--- config.mk ---
export PLATFORM = sky130hd
export DESIGN_NAME = mem_req_sequencer
export DESIGN_NICKNAME = d
export VERILOG_FILES = /design/src/rtl/mem_req_sequencer.sv
export SDC_FILE = /design/constraint.sdc
export NUM_CORES = 1
export LEC_CHECK = 0
export CAP_MARGIN = 15
export CORE_MARGIN = 4
export CORE_UTILIZATION = 58
export CTS_CLUSTER_SIZE = 24
export DETAILED_ROUTE_END_ITERATION = 10
export PLACE_DENSITY = 0.94
export SETUP_SLACK_MARGIN = 0.5
export SLEW_MARGIN = 20
export SYNTH_ARGS = -nofsm -noshare
export SYNTH_HDL_FRONTEND = slang
export SYNTH_SLANG_ARGS = --single-unit
--- constraint.sdc ---
create_clock -name clk -period 4.2 [get_ports clk]
set_input_delay 0.63 -clock clk [delete_from_list [all_inputs] [get_ports clk]]
set_output_delay 0.63 -clock clk [all_outputs]
set_load 0.02 [all_outputs]
--- src/rtl/mem_req_sequencer.sv ---
// mem_req_sequencer
// Request front-end for the trojan6 memory host. Requests are buffered in a
// small FIFO and sent to the host one at a time. Each command is held for
// CMD_HOLD cycles. The block then waits for mem_ready and returns a one-cycle
// response. A watchdog answers with a timeout response if mem_ready never
// comes.
//
// Ports:
//   clk          rising-edge clock
//   rst          asynchronous reset, active low
//   req_valid    request offered; accepted when req_ready is also high
//   req_ready    FIFO not full
//   req_write    1 = write, 0 = read
//   req_addr     request address
//   req_wdata    write data
//   mem_addr     address to the host
//   write_data   write data to the host
//   mem_read     read command to the host
//   mem_write    write command to the host
//   mem_ready    host completion pulse
//   read_data    host read data
//   rsp_valid    one-cycle response pulse, no backpressure
//   rsp_write    response belongs to a write
//   rsp_rdata    read data (0 for writes and timeouts)
//   rsp_timeout  response came from the watchdog
//   busy         FSM not idle or FIFO not empty
module mem_req_sequencer #(
  parameter int FIFO_DEPTH = 4,
  parameter int CMD_HOLD   = 3,
  parameter int TIMEOUT    = 16
) (
  input  logic        clk,
  input  logic        rst,
  input  logic        req_valid,
  output logic        req_ready,
  input  logic        req_write,
  input  logic [31:0] req_addr,
  input  logic [31:0] req_wdata,
  output logic [31:0] mem_addr,
  output logic [31:0] write_data,
  output logic        mem_read,
  output logic        mem_write,
  input  logic        mem_ready,
  input  logic [31:0] read_data,
  output logic        rsp_valid,
  output logic        rsp_write,
  output logic [31:0] rsp_rdata,
  output logic        rsp_timeout,
  output logic        busy
);

  localparam int PW = $clog2(FIFO_DEPTH);
  localparam int CW = PW + 1;
  localparam int HW = $clog2(CMD_HOLD) + 1;
  localparam int TW = $clog2(TIMEOUT) + 1;

  localparam logic [1:0] S_IDLE  = 2'd0;
  localparam logic [1:0] S_ISSUE = 2'd1;
  localparam logic [1:0] S_WAIT  = 2'd2;
  localparam logic [1:0] S_RESP  = 2'd3;

  logic [64:0]   r_fifo [FIFO_DEPTH];
  logic [PW-1:0] r_wrPtr;
  logic [PW-1:0] r_rdPtr;
  logic [CW-1:0] r_count;

  logic [1:0]    r_state;
  logic [HW-1:0] r_holdCnt;
  logic [TW-1:0] r_waitCnt;
  logic          r_curWrite;
  logic [31:0]   r_memAddr;
  logic [31:0]   r_writeData;
  logic          r_memRead;
  logic          r_memWrite;
  logic          r_rspValid;
  logic          r_rspWrite;
  logic [31:0]   r_rspRdata;
  logic          r_rspTimeout;

  logic          w_full;
  logic          w_empty;
  logic          w_push;
  logic          w_pop;
  logic [64:0]   w_head;

  // A full FIFO refuses a push even when a pop happens in the same cycle.
  // This keeps req_ready a pure function of the count.
  assign w_full    = (r_count == CW'(FIFO_DEPTH));
  assign w_empty   = (r_count == '0);
  assign w_push    = req_valid & ~w_full;
  assign w_pop     = (r_state == S_IDLE) & ~w_empty;
  assign w_head    = r_fifo[r_rdPtr];
  assign req_ready = ~w_full;

  // Storage is not reset. The pointers and the count define what is valid.
  always_ff @(posedge clk) begin
    if (w_push) begin
      r_fifo[r_wrPtr] <= {req_write, req_addr, req_wdata};
    end
  end

  always_ff @(posedge clk or negedge rst) begin
    if (!rst) begin
      r_wrPtr <= '0;
      r_rdPtr <= '0;
      r_count <= '0;
    end else begin
      if (w_push) r_wrPtr <= r_wrPtr + 1'b1;
      if (w_pop)  r_rdPtr <= r_rdPtr + 1'b1;
      case ({w_push, w_pop})
        2'b10:   r_count <= r_count + 1'b1;
        2'b01:   r_count <= r_count - 1'b1;
        default: r_count <= r_count;
      endcase
    end
  end

  // Transaction FSM. The command drops at the end of ISSUE, before the host
  // can answer. mem_ready is only acted on in WAIT, so late or stale pulses
  // are ignored.
  always_ff @(posedge clk or negedge rst) begin
    if (!rst) begin
      r_state      <= S_IDLE;
      r_holdCnt    <= '0;
      r_waitCnt    <= '0;
      r_curWrite   <= 1'b0;
      r_memAddr    <= '0;
      r_writeData  <= '0;
      r_memRead    <= 1'b0;
      r_memWrite   <= 1'b0;
      r_rspValid   <= 1'b0;
      r_rspWrite   <= 1'b0;
      r_rspRdata   <= '0;
      r_rspTimeout <= 1'b0;
    end else begin
      r_rspValid <= 1'b0;
      case (r_state)
        S_IDLE: begin
          if (w_pop) begin
            r_curWrite  <= w_head[64];
            r_memAddr   <= w_head[63:32];
            r_writeData <= w_head[31:0];
            r_memRead   <= ~w_head[64];
            r_memWrite  <= w_head[64];
            r_holdCnt   <= HW'(CMD_HOLD - 1);
            r_state     <= S_ISSUE;
          end
        end
        S_ISSUE: begin
          if (r_holdCnt == '0) begin
            r_memRead  <= 1'b0;
            r_memWrite <= 1'b0;
            r_waitCnt  <= '0;
            r_state    <= S_WAIT;
          end else begin
            r_holdCnt <= r_holdCnt - 1'b1;
          end
        end
        S_WAIT: begin
          // If mem_ready arrives in the same cycle as the timeout, mem_ready wins.
          if (mem_ready) begin
            r_rspValid   <= 1'b1;
            r_rspWrite   <= r_curWrite;
            r_rspRdata   <= r_curWrite ? 32'd0 : read_data;
            r_rspTimeout <= 1'b0;
            r_state      <= S_RESP;
          end else if (r_waitCnt == TW'(TIMEOUT - 1)) begin
            r_rspValid   <= 1'b1;
            r_rspWrite   <= r_curWrite;
            r_rspRdata   <= '0;
            r_rspTimeout <= 1'b1;
            r_state      <= S_RESP;
          end else begin
            r_waitCnt <= r_waitCnt + 1'b1;
          end
        end
        default: begin
          r_rspWrite   <= 1'b0;
          r_rspRdata   <= '0;
          r_rspTimeout <= 1'b0;
          r_state      <= S_IDLE;
        end
      endcase
    end
  end

  assign mem_addr    = r_memAddr;
  assign write_data  = r_writeData;
  assign mem_read    = r_memRead;
  assign mem_write   = r_memWrite;
  assign rsp_valid   = r_rspValid;
  assign rsp_write   = r_rspWrite;
  assign rsp_rdata   = r_rspRdata;
  assign rsp_timeout = r_rspTimeout;
  assign busy        = (r_state != S_IDLE) | ~w_empty;

endmodule

# Yosys cells after proc, flatten, opt, wreduce, memory -nomap -nowiden
# Memories as Yosys holds them, arrays and structs flattened.
# Cells that the tools add are included.
[totals] regBits=119 ramBits=260 word_cells=88 n_memories=1
[classes] n_addsub=6 n_eq_ne=12 mux=33 n_bitwise=7 reduce_logical=14
[memory_table] name="r_fifo" words=4 word_bits=65 rd=1 rd_clocked_by_memory_dff=0 write_ports=1 line="62" rtl="logic [64:0] r_fifo [FIFO_DEPTH];"
[ops] op="two-way mux 32 bit" count=3
[ops] op="one-hot mux 32 bit (2 select lines)" count=1
[ops] op="two-way mux 5 bit" count=3
[ops] op="two-way mux 1 bit" count=12
[ops] op="one-hot mux 3 bit (2 select lines)" count=2
[ops] op="inequality test 2 bit (second input constant)" count=5
[ops] op="one-hot mux 5 bit (2 select lines)" count=1
[ops] op="AND reduction 3 bit" count=3
[ops] op="two-way mux 2 bit" count=4
[ops] op="one-hot mux 1 bit (2 select lines)" count=4
[ops] op="nonzero test 2 bit" count=4
[ops] op="logical NOT 3 bit" count=2
[ops] op="two-way mux 3 bit" count=2
[ops] op="one-hot mux 2 bit (3 select lines)" count=1
[ops] op="subtractor 3 x 1 -> 3 bit (second input constant)" count=2
[ops] op="adder 5 x 1 -> 5 bit (second input constant)" count=1
[ops] op="equality test 5 x 4 -> 1 bit (second input constant)" count=1
[ops] op="adder 2 x 1 -> 2 bit (second input constant)" count=2
[ops] op="equality test 2 x 1 -> 1 bit (second input constant)" count=2
[ops] op="equality test 2 bit (second input constant)" count=2
[ops] op="NOT 1 bit" count=4
[ops] op="AND reduction 2 bit" count=2
[ops] op="AND reduction 4 bit" count=1
[ops] op="adder 3 x 1 -> 3 bit (second input constant)" count=1
[ops] op="6 further kinds" count=7

# Depth between registers and ports, before layout
# Gate-level depths: netlist of run 1.
[logic_depth] word_depth=5 ltp_mapped=11 ltp_nobuf=10

# Worst setup path after synthesis of run 1
# OpenSTA, ideal clock, no wires.
[synth_path] kind="register to register" startpoint="reg r_count[2]" endpoint="mem r_fifo[0][0], enable pin" setup_ns=0.430 t_arrival_ns=2.372 path_slack_ns=1.397 stages_incl_launch_ff=3 path_buffers=0 cell_sequence="dfrtp_1 -> or3b_1 -> and3_1"
[synth_via] elab_chain_len=5
[synth_rtl] item="from (decl)" line="65" rtl="logic [CW-1:0] r_count;"
[synth_rtl] item="from (signal assigned)" line="111" rtl="2'b10: r_count <= r_count + 1'b1;"
[synth_rtl] item="from (signal assigned)" line="112" rtl="2'b01: r_count <= r_count - 1'b1;"
[synth_rtl] item="from (signal assigned)" line="113" rtl="default: r_count <= r_count;"
[synth_rtl] item="equality test 3 bit" line="88" rtl="assign w_full = (r_count == CW'(FIFO_DEPTH));"
[synth_rtl] item="NOT 1 bit"
[synth_rtl] item="named net req_ready" line="35" rtl="output logic req_ready,"
[synth_rtl] item="bitwise AND 1 bit" line="90" rtl="assign w_push = req_valid & ~w_full;"
[synth_rtl] item="two-way mux 1 bit" line="97" rtl="if (w_push) begin"
[synth_rtl] item="two-way mux 1 bit (not written as such)" line="98" rtl="r_fifo[r_wrPtr] <= {req_write, req_addr, req_wdata};"
[synth_rtl] item="to (decl)" line="62"
# The timed path passes the listed nets, and every way through them passes these cells.

# Worst setup path after layout of run 1
[layout_path] startpoint="reg r_state[0]" endpoint="out busy"
[layout_via] elab_chain_len=2
[layout_rtl] item="from (decl)" line="67" rtl="logic [1:0] r_state;"
[layout_rtl] item="from (signal assigned)" line="123" rtl="r_state <= S_IDLE;"
[layout_rtl] item="from (signal assigned)" line="146" rtl="r_state <= S_ISSUE;"
[layout_rtl] item="from (signal assigned)" line="154" rtl="r_state <= S_WAIT;"
[layout_rtl] item="nonzero test 2 bit" line="195" rtl="assign busy = (r_state != S_IDLE) | ~w_empty;"
[layout_rtl] item="bitwise OR 1 bit" line="195"
[layout_rtl] item="to (decl)" line="49" rtl="output logic busy"
# No other way between the ends.

==> results of run 1 <==
==> metal layers <==
| metal | global-route usage, % | vias up |
|---|---|---|
| li1 | - | 3629 |
| met1 | 29.7 | 4127 |
| met2 | 39.7 | 338 |
| met3 | 5.11 | 66 |
| met4 | 6.67 | 6 |
| met5 | 0 | - |
==> state kept, by name (all words and copies together) (netlist names) <==
| name | cells |
|---|---|
| r_rdPtr | 2 |
| r_curWrite | 1 |
| rsp_valid | 1 |
| mem_read | 1 |
| r_holdCnt | 3 |
| mem_write | 1 |
| r_count | 3 |
| write_data | 32 |
| r_wrPtr | 2 |
| r_waitCnt | 5 |
| r_fifo | 260 |
| mem_addr | 32 |
| rsp_timeout | 1 |
| rsp_write | 1 |
| rsp_rdata | 32 |
| r_state | 2 |
==> area by class of cell <==
type                            count  area share, %
Antenna cell                        1         0.0140
Clock buffer                       50           5.69
Clock inverter                     17          0.765
Inverter                           17          0.358
Multi-Input combinational cell    439           18.7
Sequential cell                   379           60.5
Tap cell                          324           2.27
Timing Repair Buffer              210           11.7
==> final timing paths <==
kind / from / end / depth (start not counted)
setup / recovery: r_state[0] / busy / 5
hold / removal: rst / rsp_rdata[9] / 1
setup reg to reg: r_count[2] / r_count[2] / 9
hold reg to reg: write_data[2] / write_data[2] / 2
max in group asynchronous: rst / mem_addr[14] / 2
min in group clk: write_data[2] / write_data[2] / 2
==> power by group through the flow <==
stage / Sequential, mW / Combinational (mW) / Clock, mW
final: 5.74 / 4.30 / 3.16
after CTS: 5.76 / 4.36 / 3.19
after detailed placement: 5.80 / 4.32 / 0
after floorplan: 5.96 / 2.44 / 0
after global routing: 5.86 / 4.69 / 3.39
after global placement: 5.74 / 4.18 / 0
==> Yosys cell counts, drive strengths merged (3+ instances only) <==
master | number | area share [%]
edfxtp | 260 | 54
nand2 | 234 | 6.1
dfrtp | 119 | 21
o21ai | 70 | 2.4
mux4 | 65 | 10
buf | 24 | 1.0
clkbuf | 20 | 0.52
inv | 17 | 0.44
ha | 13 | 1.1
and3 | 5 | 0.22
mux2i | 4 | 0.28
nand2b | 4 | 0.17
nor3 | 4 | 0.14
xnor2 | 4 | 0.24
a21oi | 3 | 0.10
mux2 | 3 | 0.23
nor2 | 3 | 0.078
==> cells by family after synthesis <==
family / after synthesis
compound gates: 84
xor+xnor: 6
fa+ha+maj: 14
buf+inv: 61
flops: 379
mux: 72
simple gates: 263
==> stage by stage <==
step                      hold WS (ns)  power (mW)  setup WS [ns]  util [%]
after floorplan                  0.334        8.40           1.40         -
after global placement           0.457        9.92           1.70      68.6
after detailed placement         0.462        10.1           1.64      68.6
after CTS                        0.251        13.3           1.12      73.3
after global routing             0.303        13.9          0.985      73.3
final                            0.209        13.2           1.13      73.3
==> critical path, delay by kind of cell, from the launching register on <==
family                     cells  cell delay, ns
adders and majority gates      1            0.29
buffers and inverters          3            0.77
DFF                            1            0.41
and+or+nand+nor                1            0.48
==> impl_results.md, run 1 <==
- # rows: 57
- Root buffer cell: clkbuf_16
- Sequential share of the synthesized area: 75.0%
- Synthesized cell area: 0.0144 mm^2
- Tcrit/Tclk final: 73.1%
- Routed len/inst: 21.3 um
- Vias in the first global route: 8,658
- Synth Register Bits: 379
- Routed wl met2: 15,800 um
- I/O pins: 204
- Xor/xnor share of the synthesized area: 0.366%
- Clock Skews: 0.0284 ns
- Multiplexer share of the synthesized area: 10.7%
- Commonest non-fill, non-tap cells in the layout: edfxtp_1, nand2_1, clkdlybuf4s50_1
- Fraction of layout cells with a size suffix above 1: 12.8%
- Final hold viol count: 0
- Core footprint: 0.0243 mm^2
- Ys Warns: 0
- Synth async-reset ratio: 31.4%
- Post-CTS sizing: 0
- Main combinational cell family by area after synthesis: multiplexers
- Cell variety after synth: 46
- Vias: 8,166
- Design Area, Final: 0.0178 mm^2
- DRT Wirelength: 30,600 um
- Metal3 WL: 2300 um
- Tightest Pin Transition: 1.03 ns
- Area of the multi-input gates: 0.00333 mm^2
- Critical path cell sequence: inv_1, ha_1, nor4b_2, inv_1, clkdlybuf4s50_1
- GRT overflow: 0
- Syn avg cell area: 16.4 um^2
- Wire length on met1: 11,600 um
- Die width: 165 um
- Finished Layout Cells: 1,437
- Sw frac: 33.1%
- P_int: 8.83 mW
- Clock buffer depth: 3
- Max FO, Critical Path: 6
- Post-synthesis adder-cell area fraction: 1.27%
- Reg area: 0.0108 mm^2
- Number of clock sinks: 379
- Clock power frac: 23.9%
- R2R Setup Slk: 1.82 ns
- Run status: complete, no violations
- Num CTS Buffers: 37
- Pwr per Cell Area: 740 mW/mm^2
- CP most frequent cell: inv_1
- Critical path's slowest cell: clkdlybuf4s50_1
- Switching power: 4.37 mW
- Endpoints failing setup: 0
- Fillcell total: 1,419
- Setup TNS after final layout: 0 ns
- Top_reg_cell synth: edfxtp_1
- Setup Crit Path Kind: flop to output pin
- PortBufs: 203
- Critical Path Start Type: flop
- Post-DP Area: 0.0167 mm^2
- Compound-Gate Fraction of Synth Area: 3.19%
- Endpoint type of the worst setup path: output pin
- Synth Area in Simple Gates: 7.45%
- Cells after synthesis: 879
- DR DRC count: 0
- CTS H-Tree Depth: 2
- Max Slew Vio Count: 0
- Req. time, crit path: 3.57 ns
- Worst min path class: input pin to async pin
- CTS clk-pin slew, worst paths: 0.06 ns
- Max Used Layer: met5
- Number of synthesized flops with an enable pin: 260
- Cts hold-fix bufs: 0
- Pin count of the biggest net entering global routing: 93
- DRT iter0 DRCs: 803
- Worst IR Drop VDD: 472 uV
- Global-route wire length before repair: 47,800 um
- Post CTS Setup Buffer Count: 0
- Starting Density: 59.1%
- Clock Latency Late Sink: 0.51 ns
- Commonest non-fill, non-tap cell in the layout: edfxtp_1
- TritonCTS clock tree: yes
- Initial antenna violation count: 4
- Number of max-cap violations: 0
- Peak Freq: 0.326 GHz
- RSZ-0062 raised after global routing: false
- Post-Syn Nets: 994
- Worst rel slew slack: 31.2%
- TritonRoute pass-1 iters: 5
- Leak: 6.68 nW
- Placed cells: 1,369
- Via density: 5.68
- WP data arrival: 2.44 ns
- All-Layer GR Usage: 23.0%
- Layout area overhead: 24.1%
- Final nets: 1,199
- Seq pwr share: 43.5%
- Die area: 0.0274 mm^2
- Die Ht: 165 um
- Comb power frac: 32.6%
- Tmin final: 3.07 ns
- RD Place Congestion: 0.750
- Post-DP HPWL: 18,500 um
- Critical Path Max Stage Delay: 0.57 ns
- Post-route ant nets: 0
No activity file was read; power rests on OpenSTA's default activity.
==> inputs of run 2 (changes only) <==
CORE_UTILIZATION = 49   (was 58)
PLACE_DENSITY = 0.86   (was 0.94)
clock period = 2.5 ns   (was 4.2 ns; I/O delays follow)
==> run 2 against run 1 <==
Critical path depth grew 4. Sequential share of layout area shrank 2.0 points. First-iteration DRC count shrank 34%.
==> impl_results.md, run 2 (same netlist as run 1, synthesis figures left out) <==
- CTS H-Tree Depth: 2 (unchanged)
- Via density: 5.45 (-4.1%)
- Fillcell total: 2,027 (+43%)
- Layout area overhead: 28.3%
- Place WS: 0.336 ns (-1.31 ns)
- Fraction of layout cells with a size suffix above 1: 16.5% (+3.7 points)
- Run status: complete, no violations
- Hold slack: 0.417 ns (+0.208 ns)
- Tmin final: 2.00 ns
- Vias in the first global route: 8,712 (+0.62%)
- Post-route ant nets: 0 (unchanged)
- I/O pins: 204 (unchanged)
- Endpoint type of the worst setup path: flop
- PortBufs: 203 (unchanged)
- Max FFs per register: 260 (unchanged)
- Final nets: 1,227 (+2.3%)
- Commonest non-fill, non-tap cell in the layout: edfxtp_1
- TritonCTS clock tree: yes
- Max FO, Critical Path: 3 (-3)
- Final hold viol count: 0 (unchanged)
- Starting Density: 49.8% (-9.3 points)
- Commonest non-fill, non-tap cells in the layout: edfxtp_1, nand2_1, clkdlybuf4s50_1
- Area of the multi-input gates: 0.00341 mm^2 (+2.2%)
- # rows: 62 (+8.8%)
- Tcrit/Tclk final: 79.9%
- Die area: 0.0321 mm^2 (+17%)
- Core footprint: 0.0289 mm^2 (+19%)
- Vias: 8,317 (+1.8%)
- Pin count of the biggest net entering global routing: 76 (-18%)
- Worst IR Drop VDD: 764 uV (+62%)
- Worst rel slew slack: 48.8% (+18 points)
- Global-route wire length before repair: 47,900 um (+0.23%)
- Die width: 179 um (+8.4%)
- Root buffer cell: clkbuf_16
- GRT overflow: 0 (unchanged)
- Req. time, crit path: 2.93 ns (-0.64 ns)
- Largest Register: r_fifo
- All-Layer GR Usage: 19.4% (-3.6 points)
- Worst min path class: input pin to flop
- Reg area: 0.0108 mm^2 (about the same)
- WP data arrival: 2.43 ns (about the same)
- DRT Wirelength: 31,400 um (+2.7%)
- TritonRoute pass-1 iters: 4 (-1)
- Number of clock sinks: 379 (unchanged)
- CTS clk-pin slew, worst paths: 0.06 ns (about the same)
- DR DRC count: 0 (unchanged)
- Number of max-cap violations: 0 (unchanged)
- Tightest Pin Transition: 0.769 ns (-0.263 ns)
- Peak Freq: 0.500 GHz
- RSZ-0062 raised after global routing: true
- Clock buffer depth: 3 (unchanged)
- DRT iter0 DRCs: 533 (-34%)
- Initial antenna violation count: 7 (+3)
- Num CTS Buffers: 37 (unchanged)
- Final Worst Setup Slack: 0.502 ns (-0.630 ns)
- RD Place Congestion: 0.768 (+2.4%)
- Max Slew Vio Count: 0 (unchanged)
- Die Ht: 179 um (+8.4%)
- Clock Latency Late Sink: 0.51 ns (about the same)
- Leak: 6.90 nW (+3.3%)
- Pwr per Cell Area: 1250 mW/mm^2 (+68%)
- Setup Crit Path Kind: flop to flop
- Post-DP HPWL: 19,300 um (+4.4%)
- Total power: 23.0 mW (+74%)
- Clock Skews: 0.0162 ns (-0.0122 ns)
- R2R Setup Slk: 0.50 ns (-1.32 ns)
- Routed len/inst: 20.6 um (-3.3%)
- Setup TNS after final layout: 0 ns (unchanged)
- Critical Path Start Type: flop
- Endpoints failing setup: 0 (unchanged)
## run 2: cell types whose count changed in the layout (fill, tap and decap cells not counted), sizes merged
| cell | delta |
|---|---|
| buf | +28 |
| bufinv | +1 |
| clkbuf | +6 |
| clkdlybuf4s50 | -2 |
| clkinv | -4 |
| dlygate4sd3 | +1 |
| inv | -1 |
## run 2: layer usage
| metal | GRT usage, % | vias to the layer above | part of all wire, % |
|---|---|---|---|
| met5 | 0 | - | 0.22 |
| met4 | 5.14 | 12 | 2.4 |
| met3 | 4.74 | 66 | 7.3 |
| met2 | 34.0 | 311 | 51 |
| met1 | 24.4 | 4233 | 39 |
| li1 | - | 3695 | - |
## run 2: cell type report
type / instances / area share [%]
Clock inverter: 13 / 0.780
Clock buffer: 55 / 5.78
Timing Repair Buffer: 238 / 13.5
Multi-Input combinational cell: 439 / 18.5
Inverter: 17 / 0.346
Antenna cell: 1 / 0.0136
Tap cell: 384 / 2.61
Sequential cell: 379 / 58.5
## run 2: report_power, final
part	leakage [nW]	total [mW]	internal [mW]	switching [mW]
Clock	0.593	5.50	3.27	2.23
Sequential	3.90	9.29	8.51	0.779
Combinational	2.41	8.19	3.68	4.51
Total	6.90	23.0	15.5	7.52
## run 2: final timing paths
kind / startpoint / cells past startpoint / end
hold / removal: read_data[30] / 3 / rsp_rdata[30]
setup / recovery: r_count[1] / 9 / r_count[2]
setup reg to reg: r_count[1] / 9 / r_count[2]
min in group asynchronous: rst / 2 / rsp_rdata[22]
hold reg to reg: write_data[26] / 2 / write_data[26]
max in group asynchronous: rst / 3 / write_data[24]
## run 2: through the flow
stage | utilization [%] | instance area [um^2] | std cells
2_1_floorplan | - | 14400 | 879
3_3_place_gp | 59.0 | 17000 | 1443
3_5_place_dp | 59.0 | 17000 | 1443
4_1_cts | 63.5 | 18300 | 1520
5_1_grt | 63.9 | 18400 | 1526
6_report | 63.9 | 18400 | 1526
## run 2: worst max-delay path: stages, from the launching register on
cell and delay [ns]:
dfrtp_2 0.41, or3b_4 0.43, and2_4 0.16, inv_2 0.06, ha_4 0.12, inv_2 0.03, fa_2 0.32, xor2_1 0.14
nor2_1 0.11, xor2_1 0.14
## run 2: repair_timing
item / in CTS / in global routing
gates resized for setup: 20 / 14
gates cloned: 0 / 1
setup buffers: 8 / 4
setup endpoints to repair: 38 / 108
hold buffers: 1 / 0
hold endpoints to repair: 74 / 0
pin swaps: 5 / 3
